<file path="src/rtl/serial_pkg.sv">
// Shared definitions for the serial pattern transmitter and the serial
// sequence detectors it feeds: FSM state encoding, output reset values and
// default pattern geometry.
package serial_pkg;

    // Default maximum pattern length and width of the length field.
    localparam int DEF_WIDTH = 8;
    localparam int DEF_LEN_W = 4;

    typedef enum logic [1:0] {
        IDLE  = 2'd0,
        SHIFT = 2'd1,
        GAP   = 2'd2
    } state_t;

    // Output values while in reset.
    localparam logic W_RST       = 1'b0;
    localparam logic W_VALID_RST = 1'b0;
    localparam logic BUSY_RST    = 1'b0;
    localparam logic DONE_RST    = 1'b0;

endpackage

</file>
<file path="src/rtl/serial_pattern_tx_if.sv">
// Request/status bundle of the serial pattern transmitter.
//   start, pattern, len, repeat_cnt : request side (driven by the master)
//   w, w_valid, busy, done          : serial output and status (driven by the slave)
interface serial_pattern_tx_if #(
    parameter int WIDTH = serial_pkg::DEF_WIDTH,
    parameter int LEN_W = serial_pkg::DEF_LEN_W
);
    logic             start;
    logic [WIDTH-1:0] pattern;
    logic [LEN_W-1:0] len;
    logic [3:0]       repeat_cnt;
    logic             w;
    logic             w_valid;
    logic             busy;
    logic             done;

    modport master (
        output start, pattern, len, repeat_cnt,
        input  w, w_valid, busy, done
    );

    modport slave (
        input  start, pattern, len, repeat_cnt,
        output w, w_valid, busy, done
    );
endinterface

</file>
<file path="src/rtl/piso_shift_reg.sv">
// Parallel-in serial-out shift register. Loads d on load, otherwise shifts
// left by one on shift; msb is the bit currently at the top.
//   clk, resetn : clock, async active-low reset
//   load, shift : load has priority over shift
//   d           : parallel load value
//   msb         : current most significant bit
module piso_shift_reg #(
    parameter int WIDTH = 8
) (
    input  logic             clk,
    input  logic             resetn,
    input  logic             load,
    input  logic             shift,
    input  logic [WIDTH-1:0] d,
    output logic             msb
);
    logic [WIDTH-1:0] sr_q, sr_d;

    always_comb begin
        sr_d = sr_q;
        if (load)       sr_d = d;
        else if (shift) sr_d = sr_q << 1;
    end

    always_ff @(posedge clk or negedge resetn) begin
        if (!resetn) sr_q <= '0;
        else         sr_q <= sr_d;
    end

    assign msb = sr_q[WIDTH-1];
endmodule

</file>
<file path="src/rtl/serial_pattern_tx.sv">
// Serial bit-pattern transmitter. On start (in IDLE) latches pattern, the
// clamped length and repeat count, then sends pattern[len-1:0] MSB-first on w,
// one bit per clock, repeat_cnt+1 times with a one-cycle gap between passes.
//   clk, resetn : clock, async active-low reset
//   bus (slave) : start/pattern/len/repeat_cnt in, w/w_valid/busy/done out
module serial_pattern_tx
    import serial_pkg::*;
#(
    parameter int WIDTH = DEF_WIDTH,
    parameter int LEN_W = DEF_LEN_W
) (
    input  logic                  clk,
    input  logic                  resetn,
    serial_pattern_tx_if.slave    bus
);
    localparam logic [LEN_W-1:0] WIDTH_L = LEN_W'(WIDTH);

    state_t           state_q, state_d;
    logic [LEN_W-1:0] len_q, len_d;
    logic [WIDTH-1:0] pat_q, pat_d;         // latched pattern, first bit at MSB
    logic [LEN_W-1:0] bit_cnt_q, bit_cnt_d; // bits left after the one on w
    logic [3:0]       rep_q, rep_d;
    logic             w_q, w_d;
    logic             w_valid_q, w_valid_d;
    logic             busy_q, busy_d;
    logic             done_q, done_d;

    logic [LEN_W-1:0] eff_len;
    logic [WIDTH-1:0] aligned;
    logic             sr_load, sr_shift, sr_msb;
    logic [WIDTH-1:0] sr_din;

    assign eff_len = (bus.len > WIDTH_L) ? WIDTH_L : bus.len;
    assign aligned = bus.pattern << (WIDTH_L - eff_len);

    // The first bit of each pass goes straight to w_q at the load edge, so the
    // shift register is loaded one position ahead and its msb is always the
    // next bit to send.
    piso_shift_reg #(.WIDTH(WIDTH)) u_sr (
        .clk    (clk),
        .resetn (resetn),
        .load   (sr_load),
        .shift  (sr_shift),
        .d      (sr_din),
        .msb    (sr_msb)
    );

    // State register
    always_ff @(posedge clk or negedge resetn) begin
        if (!resetn) state_q <= IDLE;
        else         state_q <= state_d;
    end

    // Next-state logic
    always_comb begin
        state_d = state_q;
        case (state_q)
            IDLE:    if (bus.start && eff_len != '0) state_d = SHIFT;
            SHIFT:   if (bit_cnt_q == '0) state_d = (rep_q != '0) ? GAP : IDLE;
            GAP:     state_d = SHIFT;
            default: state_d = IDLE;
        endcase
    end

    // Output / datapath logic
    always_comb begin
        len_d     = len_q;
        pat_d     = pat_q;
        bit_cnt_d = bit_cnt_q;
        rep_d     = rep_q;
        w_d       = 1'b0;
        w_valid_d = 1'b0;
        done_d    = 1'b0;
        busy_d    = (state_d != IDLE);
        sr_load   = 1'b0;
        sr_shift  = 1'b0;
        sr_din    = pat_q << 1;
        case (state_q)
            IDLE: begin
                if (bus.start) begin
                    if (eff_len != '0) begin
                        len_d     = eff_len;
                        pat_d     = aligned;
                        rep_d     = bus.repeat_cnt;
                        bit_cnt_d = eff_len - 1'b1;
                        sr_load   = 1'b1;
                        sr_din    = aligned << 1;
                        w_d       = aligned[WIDTH-1];
                        w_valid_d = 1'b1;
                    end else begin
                        done_d = 1'b1;
                    end
                end
            end
            SHIFT: begin
                if (bit_cnt_q != '0) begin
                    bit_cnt_d = bit_cnt_q - 1'b1;
                    w_d       = sr_msb;
                    w_valid_d = 1'b1;
                    sr_shift  = 1'b1;
                end else if (rep_q != '0) begin
                    rep_d = rep_q - 1'b1;
                end else begin
                    done_d = 1'b1;
                end
            end
            GAP: begin
                bit_cnt_d = len_q - 1'b1;
                sr_load   = 1'b1;
                w_d       = pat_q[WIDTH-1];
                w_valid_d = 1'b1;
            end
            default: ;
        endcase
    end

    always_ff @(posedge clk or negedge resetn) begin
        if (!resetn) begin
            len_q     <= '0;
            pat_q     <= '0;
            bit_cnt_q <= '0;
            rep_q     <= '0;
            w_q       <= W_RST;
            w_valid_q <= W_VALID_RST;
            busy_q    <= BUSY_RST;
            done_q    <= DONE_RST;
        end else begin
            len_q     <= len_d;
            pat_q     <= pat_d;
            bit_cnt_q <= bit_cnt_d;
            rep_q     <= rep_d;
            w_q       <= w_d;
            w_valid_q <= w_valid_d;
            busy_q    <= busy_d;
            done_q    <= done_d;
        end
    end

    assign bus.w       = w_q;
    assign bus.w_valid = w_valid_q;
    assign bus.busy    = busy_q;
    assign bus.done    = done_q;
endmodule
</file>
<file path="src/flat_wrapper.sv">
// flat-port wrapper written by rule: the top's interface ports become plain ports
module serial_pattern_tx_flat import serial_pkg::*;
#(
    parameter int WIDTH = DEF_WIDTH,
    parameter int LEN_W = DEF_LEN_W
)
  (clk, resetn, bus_start, bus_pattern, bus_len, bus_repeat_cnt, bus_w, bus_w_valid, bus_busy, bus_done);
  serial_pattern_tx_if #(.WIDTH(WIDTH), .LEN_W(LEN_W)) bus_i ();
  input  logic clk;
  input  logic resetn;
  input wire logic [$bits(bus_i.start)-1:0] bus_start;
  input wire logic [$bits(bus_i.pattern)-1:0] bus_pattern;
  input wire logic [$bits(bus_i.len)-1:0] bus_len;
  input wire logic [$bits(bus_i.repeat_cnt)-1:0] bus_repeat_cnt;
  output wire logic [$bits(bus_i.w)-1:0] bus_w;
  output wire logic [$bits(bus_i.w_valid)-1:0] bus_w_valid;
  output wire logic [$bits(bus_i.busy)-1:0] bus_busy;
  output wire logic [$bits(bus_i.done)-1:0] bus_done;
  assign bus_i.start = bus_start;
  assign bus_i.pattern = bus_pattern;
  assign bus_i.len = bus_len;
  assign bus_i.repeat_cnt = bus_repeat_cnt;
  assign bus_w = bus_i.w;
  assign bus_w_valid = bus_i.w_valid;
  assign bus_busy = bus_i.busy;
  assign bus_done = bus_i.done;
  serial_pattern_tx #(.WIDTH(WIDTH), .LEN_W(LEN_W)) u_core (.clk(clk), .resetn(resetn), .bus(bus_i));
endmodule
</file>
<file path="config.mk">
export PLATFORM = sky130hd
export DESIGN_NAME = serial_pattern_tx_flat
export DESIGN_NICKNAME = d
export VERILOG_FILES = /design/src/rtl/serial_pkg.sv /design/src/rtl/serial_pattern_tx_if.sv /design/src/rtl/piso_shift_reg.sv /design/src/rtl/serial_pattern_tx.sv /design/src/flat_wrapper.sv
export SDC_FILE = /design/constraint.sdc
export NUM_CORES = 1
export LEC_CHECK = 0
export BUFFER_PORTS_ARGS = -buffer_cell sky130_fd_sc_hd__buf_2
export CAP_MARGIN = 20
export CORE_MARGIN = 1.5
export CORE_UTILIZATION = 61
export CTS_BUF_LIST = sky130_fd_sc_hd__clkbuf_4
export CTS_CLUSTER_DIAMETER = 60
export DETAILED_ROUTE_END_ITERATION = 6
export HOLD_SLACK_MARGIN = 0.03
export PLACE_DENSITY = 0.86
export SETUP_SLACK_MARGIN = 0.15
export SLEW_MARGIN = 10
export SYNTH_ARGS = -nofsm -noshare
export SYNTH_HDL_FRONTEND = slang
export SYNTH_SLANG_ARGS = --single-unit
</file>
<file path="constraint.sdc">
create_clock -name clk -period 2.27 [get_ports clk]
set_input_delay 0.454 -clock clk [delete_from_list [all_inputs] [get_ports clk]]
set_output_delay 0.454 -clock clk [all_outputs]
set_load 0.05 [all_outputs]
</file>
Word-level counts from Yosys, hierarchy flattened
Cells that the tools add are included.
{ "word_totals": {"register_bits": 34, "out_inout_bits": 4, "word_cells": 71} }
{ "op_classes": {"add_sub_neg": 5, "n_lt_le_gt_ge": 1, "eq_ne": 7, "shifts": 1, "mux": 34, "n_reduce_logical": 13} }
{ "op_table": {"columns": ["op", "n"], "rows": [
  ["$mux W8", 5],
  ["$mux W4", 8],
  ["$sub A4 B1 Y4 const B", 4],
  ["$pmux W4 S3", 1],
  ["$reduce_bool A4 Y1", 3],
  ["$mux W1", 11],
  ["$pmux W4 S2", 1],
  ["$shl A8 B4 Y8", 1],
  ["$mux W2", 3],
  ["$ne A2 B1 Y1 const B", 3],
  ["$pmux W1 S3", 2],
  ["$pmux W2 S3", 1],
  ["$reduce_bool A2 Y1", 3],
  ["$reduce_and A5 Y1", 1],
  ["$gt A4 B4 Y1 const B", 1],
  ["$logic_not A4 Y1", 1],
  ["$ne A2 B2 Y1 const B", 2],
  ["$pmux W1 S2", 2],
  ["$reduce_and A4 Y1", 1],
  ["$sub A4 B4 Y4 const A", 1],
  ["$reduce_and A3 Y1", 1],
  ["$reduce_bool A3 Y1", 1],
  ["$eq A2 B1 Y1 const B", 1],
  ["$eq A2 B2 Y1 const B", 1],
  ["other kinds (2)", 2]
]} }

Depth between registers and ports, before layout
{ "depth": {"depth_word": 8, "ltp_mapped": 10, "mapped_depth_nobuf": 8} }

Hierarchy
From an unflattened synthesis, not the netlist that was laid out.
{ "unflattened": {"hier_cells": 233, "hier_area_um2": 2129.5} }
{ "modules_own_cells": {"columns": ["module", "instances", "cells_each", "area_each_um2", "seq_area_each_um2"], "rows": [
  ["serial_pattern_tx", 1, 199, 1760.4, 650.6],
  ["piso_shift_reg", 1, 34, 369.1, 200.2]
]} }

Least setup slack after synthesis
Ideal clock, no wire load.
{ "synth_timing": {"path_type": "input -> register", "start": "input bus_len[0]", "end": "register u_core.pat_q[6]", "arrival_time_ns": 2.130, "required_ns": 2.141, "slack_ns": 0.011, "stages": 10, "path_buffers": 2, "path_cell_list": "nor2b_1 buf_2 inv_1 ha_1 clkbuf_1 mux2i_1 o21ai_0 o311a_1 a211oi_1 nor2_1"} }
{ "synth_via": {"elab_chain_len": 4, "word_cells_on_any_way": 6, "classes_between": "add/sub (1); order compare (1); shift (1); mux (1); reduce/logical (2)"} }
{ "synth_lines": {"columns": ["item", "line_no", "text"], "rows": [
  ["start: declaration", "flat_wrapper.sv:13", "input wire logic [$bits(bus_i.len)-1:0] bus_len;"],
  ["$gt A4 B4 Y1", "serial_pattern_tx.sv:33", "assign eff_len = (bus.len > WIDTH_L) ? WIDTH_L : bus.len;"],
  ["$mux W4 *", "serial_pattern_tx.sv:33", null],
  ["$sub A4 B4 Y4 or $reduce_bool A4 Y1 (tied branches)", "serial_pattern_tx.sv:34, serial_pattern_tx.sv:81", null],
  ["$shl A8 B4 Y8 or $reduce_and A3 Y1 (tied branches)", null, null],
  ["end signal: assignment", "serial_pattern_tx.sv:129", "pat_q <= pat_d;"],
  ["end: declaration", "serial_pattern_tx.sv:20", "logic [WIDTH-1:0] pat_q, pat_d;"]
]} }
Every way passes the cells marked *; elsewhere a longest branch is shown, timed or not.
A chain may end at the register's enable or synchronous reset.

Final worst setup path
{ "layout_timing": {"start": "register u_core.state_q[1]", "end": "register u_core.rep_q[2]"} }
{ "layout_via": {"elab_chain_len": 3, "word_cells_on_any_way": 9, "classes_between": "eq/ne (5); mux (1); reduce/logical (3)"} }
{ "layout_lines": {"columns": ["item", "line_no", "text"], "rows": [
  ["start: declaration", "serial_pattern_tx.sv:18", "state_t state_q, state_d;"],
  ["start signal: assignment", "serial_pattern_tx.sv:51", "else state_q <= state_d;"],
  ["$eq A2 B1 Y1 or $logic_not A2 Y1 (tied branches)", "serial_pattern_tx.sv:78", "case (state_q)"],
  ["$ne A2 B1 Y1 (no source line), or another cell as far along", null, null],
  ["$reduce_and A5 Y1 (no source line)", null, null],
  ["end signal: assignment", "serial_pattern_tx.sv:131", "rep_q <= rep_d;"],
  ["end: declaration", "serial_pattern_tx.sv:22", "logic [3:0] rep_q, rep_d;"]
]} }
Parallel ways exist; a longest one is shown, timed or not.

==> run_results.csv <==
group,metric,value,unit
min_path,min_path_type,"primary input to async pin",
sta,worst_slack,0.262,ns
placement,place_congestion,0.849,
synthesis,synth_mux_area_share,9.92,%
cts,clock_path_buffers,2,
power,irDropWorstVdd,0.000924,V
cts,cts_made_buffers,5,
sta,min_period,2.01,ns
floorplanning,rows,21,
synthesis,avgSynthCellArea,9.37,sq um
sta,fmax,498,MHz
synthesis,synthTopCellsByArea,"dfrtp_1, mux2i_1, nand2_1, o21ai_0, ha_1",
critical_path,critPathMaxFanout,13,
sta,slew_violations,0,
synthesis,synth-async-reset-ratio,100,%
synthesis,ys.flop_type,"dfrtp_1",
run_status,outcome,"finished clean",
floorplanning,die-area,3770,sq um
floorplanning,num_io_pins,23,
synthesis,synthAdderAreaFrac,4.21,%
critical_path,cp.required,2.51,ns
placement,dp_hpwl,3230,um
sta,tightest_slew,0.720,ns
drt,drt_wl_total,4300,um
floorplanning,core,3310,sq um
synthesis,synth-xor-area-share,2.04,%
synthesis,synth-compound-area-share,20.6,%
sta,setup_viol,0,
sta,slew_headroom,52.0,%
synthesis,yosysSeqAreaShare,39.7,%
critical_path,worstSetupPathType,"register to register",
floorplanning,die_y,61.4,um
global_routing,grt-ovfl-total,0,
drt,avgRoutedWirePerCell,14.2,um
power,cellLeakagePower,1.10,nW
drt,drt_iter0_markers,94,
sta,setup-tns-final,0,ns
final_layout,num-fill-cells,269,
placement,placed_area,2340,sq um
global_routing,grt_pass1_wl,7090,um
drt,drtPass1Iterations,4,
drt,met2_length,1990,um
cts,clkSlewWorstSetupHoldPaths,0.12,ns
floorplanning,start_util,62.8,%
synthesis,synth_nets,248,
cts,clkSinkCount,33,
synthesis,yosysUniqueCellTypes,58,
global_routing,grt_max_degree,34,
drt,vias_per_cell,5.85,
sta,fin_crit_sh,88.5,%
placement,place_inst,295,
placement,dp_slack,-0.0111,ns
global_routing,first_global_vias,1524,
global_routing,antenna_found_initial,0,
final_layout,instances_no_fill,303,
critical_path,startpoint_type,"register",
final_layout,nets,282,
synthesis,synth_largest_area_cell,"dfrtp_1",
drt,vias,1772,
synthesis,yosys.area.top_type_share,39.7,%
final_layout,design_area,2390,sq um
flow_run,maxCapViolations,0,
drt,drc,0,
cts,cts_tree,"yes",
final_layout,diodes,0,
synthesis,synth_top_family_by_area,"compound AO/OA/AOI/OAI gates",
drt,highest_layer,"met4",
power,p_per_area,1360,nW/um^2
synthesis,synthTopCellsByCount,"dfrtp_1, nand2_1, o21ai_0",
floorplanning,die_width,61.4,um
cts,cts_root_buf,"clkbuf_4",
drt,met1_length,2030,um
final_layout,layout-area-overhead-vs-synth,15.1,%
placement,portBuffers,22,
critical_path,cp.arrival,2.25,ns
cts,insertion_delay,0.35,ns
sta,skew,0.0155,ns
global_routing,grtUsageTotal,25.6,%
synthesis,ys_ff_latch,33,
synthesis,ys_warn_count,0,
final_layout,final_core_util,72.3,%
synthesis,synth_simple_gate_area_share,18.6,%
drt,wl_met3,215,um
sta,finalHoldViolations,0,
drt,ant_nets,0,
synthesis,synth-edff-count,0,
critical_path,endpoint_kind,"register",
cts,h-tree-depth,2,
sta,rsz0062_at_grt,"true",
final_layout,drive_gt1_share,26.5,%
synthesis,netlist_area,2080,sq um
synthesis,synth_cells,222,
per-layer routing:
metal / vias to the layer above / GRT usage (%)
li1: 872 / -
met1: 841 / 37.9
met2: 53 / 37.8
met3: 6 / 5.67
met4: 0 / 7.29
met5: - / 0
cell families after synthesis:
| logic type | count (synthesis) |
|---|---|
| compound gates | 62 |
| xor+xnor | 4 |
| fa+ha+maj | 7 |
| buf+inv | 22 |
| flops | 33 |
| mux | 19 |
| simple gates | 75 |
state kept, by name, indices dropped and copies added (netlist names):
register and flops:
u_core.state_q 2, u_core.bus.w 1, u_core.bus.busy 1, u_core.pat_q 8, u_core.bit_cnt_q 4, u_core.u_sr.sr_q 7
u_core.rep_q 4, u_core.bus.w_valid 1, u_core.bus.done 1, u_core.len_q 4
cell type report:
cell class	instances	area, sq um	area share [%]
Clock buffer	5	37.5	1.57
Clock inverter	3	17.5	0.731
Inverter	10	40.0	1.67
Multi-Input combinational cell	167	1180	49.2
Sequential cell	33	826	34.5
Tap cell	46	57.6	2.40
Timing Repair Buffer	39	238	9.93
critical path, cell delays in order, from the launching register on:
cell and delay [ns]:
dfrtp_1 0.46, inv_1 0.09, ha_1 0.28, buf_4 0.22
a2111o_2 0.53, a211o_1 0.32
stage by stage:
| step | power (mW) | hold slack, ns |
|---|---|---|
| 3_5_place_dp | 2.92 | 0.469 |
| 4_1_cts | 3.25 | 0.180 |
| 5_1_grt | 3.53 | 0.209 |
| 6_report | 3.26 | 0.146 |
| 3_3_place_gp | 2.86 | 0.455 |
| 2_1_floorplan | 2.49 | 0.158 |
path summary, 6_finish.rpt:
kind                                         from               to  slack, ns  cells past startpoint
max in group asynchronous                  resetn  u_core.pat_q[3]       1.65                      1
min in group clk                       bus_len[3]  u_core.len_q[3]       0.38                      2
worst min-delay path                       resetn  u_core.pat_q[6]       0.15                      1
worst min register to register    u_core.pat_q[1]  u_core.pat_q[1]       0.49                      1
worst max-delay path            u_core.state_q[1]  u_core.rep_q[2]       0.26                      5
worst max register to register  u_core.state_q[1]  u_core.rep_q[2]       0.26                      5
power breakdown:
group / switching [mW] / leakage, nW / internal [mW]
clock: 0.217 / 0.0310 / 0.117
sequential: 0.190 / 0.409 / 0.870
combinational: 1.00 / 0.661 / 0.861
cells in the final DEF (no fill, tap or decap), types with 2 or more instances in the layout:
cell	instances
a21o_1	3
clkbuf_4	5
a31oi_1	4
nand2b_1	2
mux2i_1	15
nor3b_1	2
buf_4	17
o21ai_0	18
xnor2_1	2
nor2b_1	2
nor4_1	3
clkinv_2	2
a21oi_1	9
dfrtp_1	33
or2_2	3
buf_2	22
ha_1	5
nand2_1	33
inv_1	9
nor2_1	13
mux2_2	2
o211ai_1	3
a32oi_1	3
nand3_1	2
nor3_1	3
a22oi_1	4
repair_timing:
action	CTS	global route
setup buffers	0	0
hold buffers	0	0
setup endpoints to repair	0	4
resized for setup	0	2
Power figures use the tool's default switching activity.
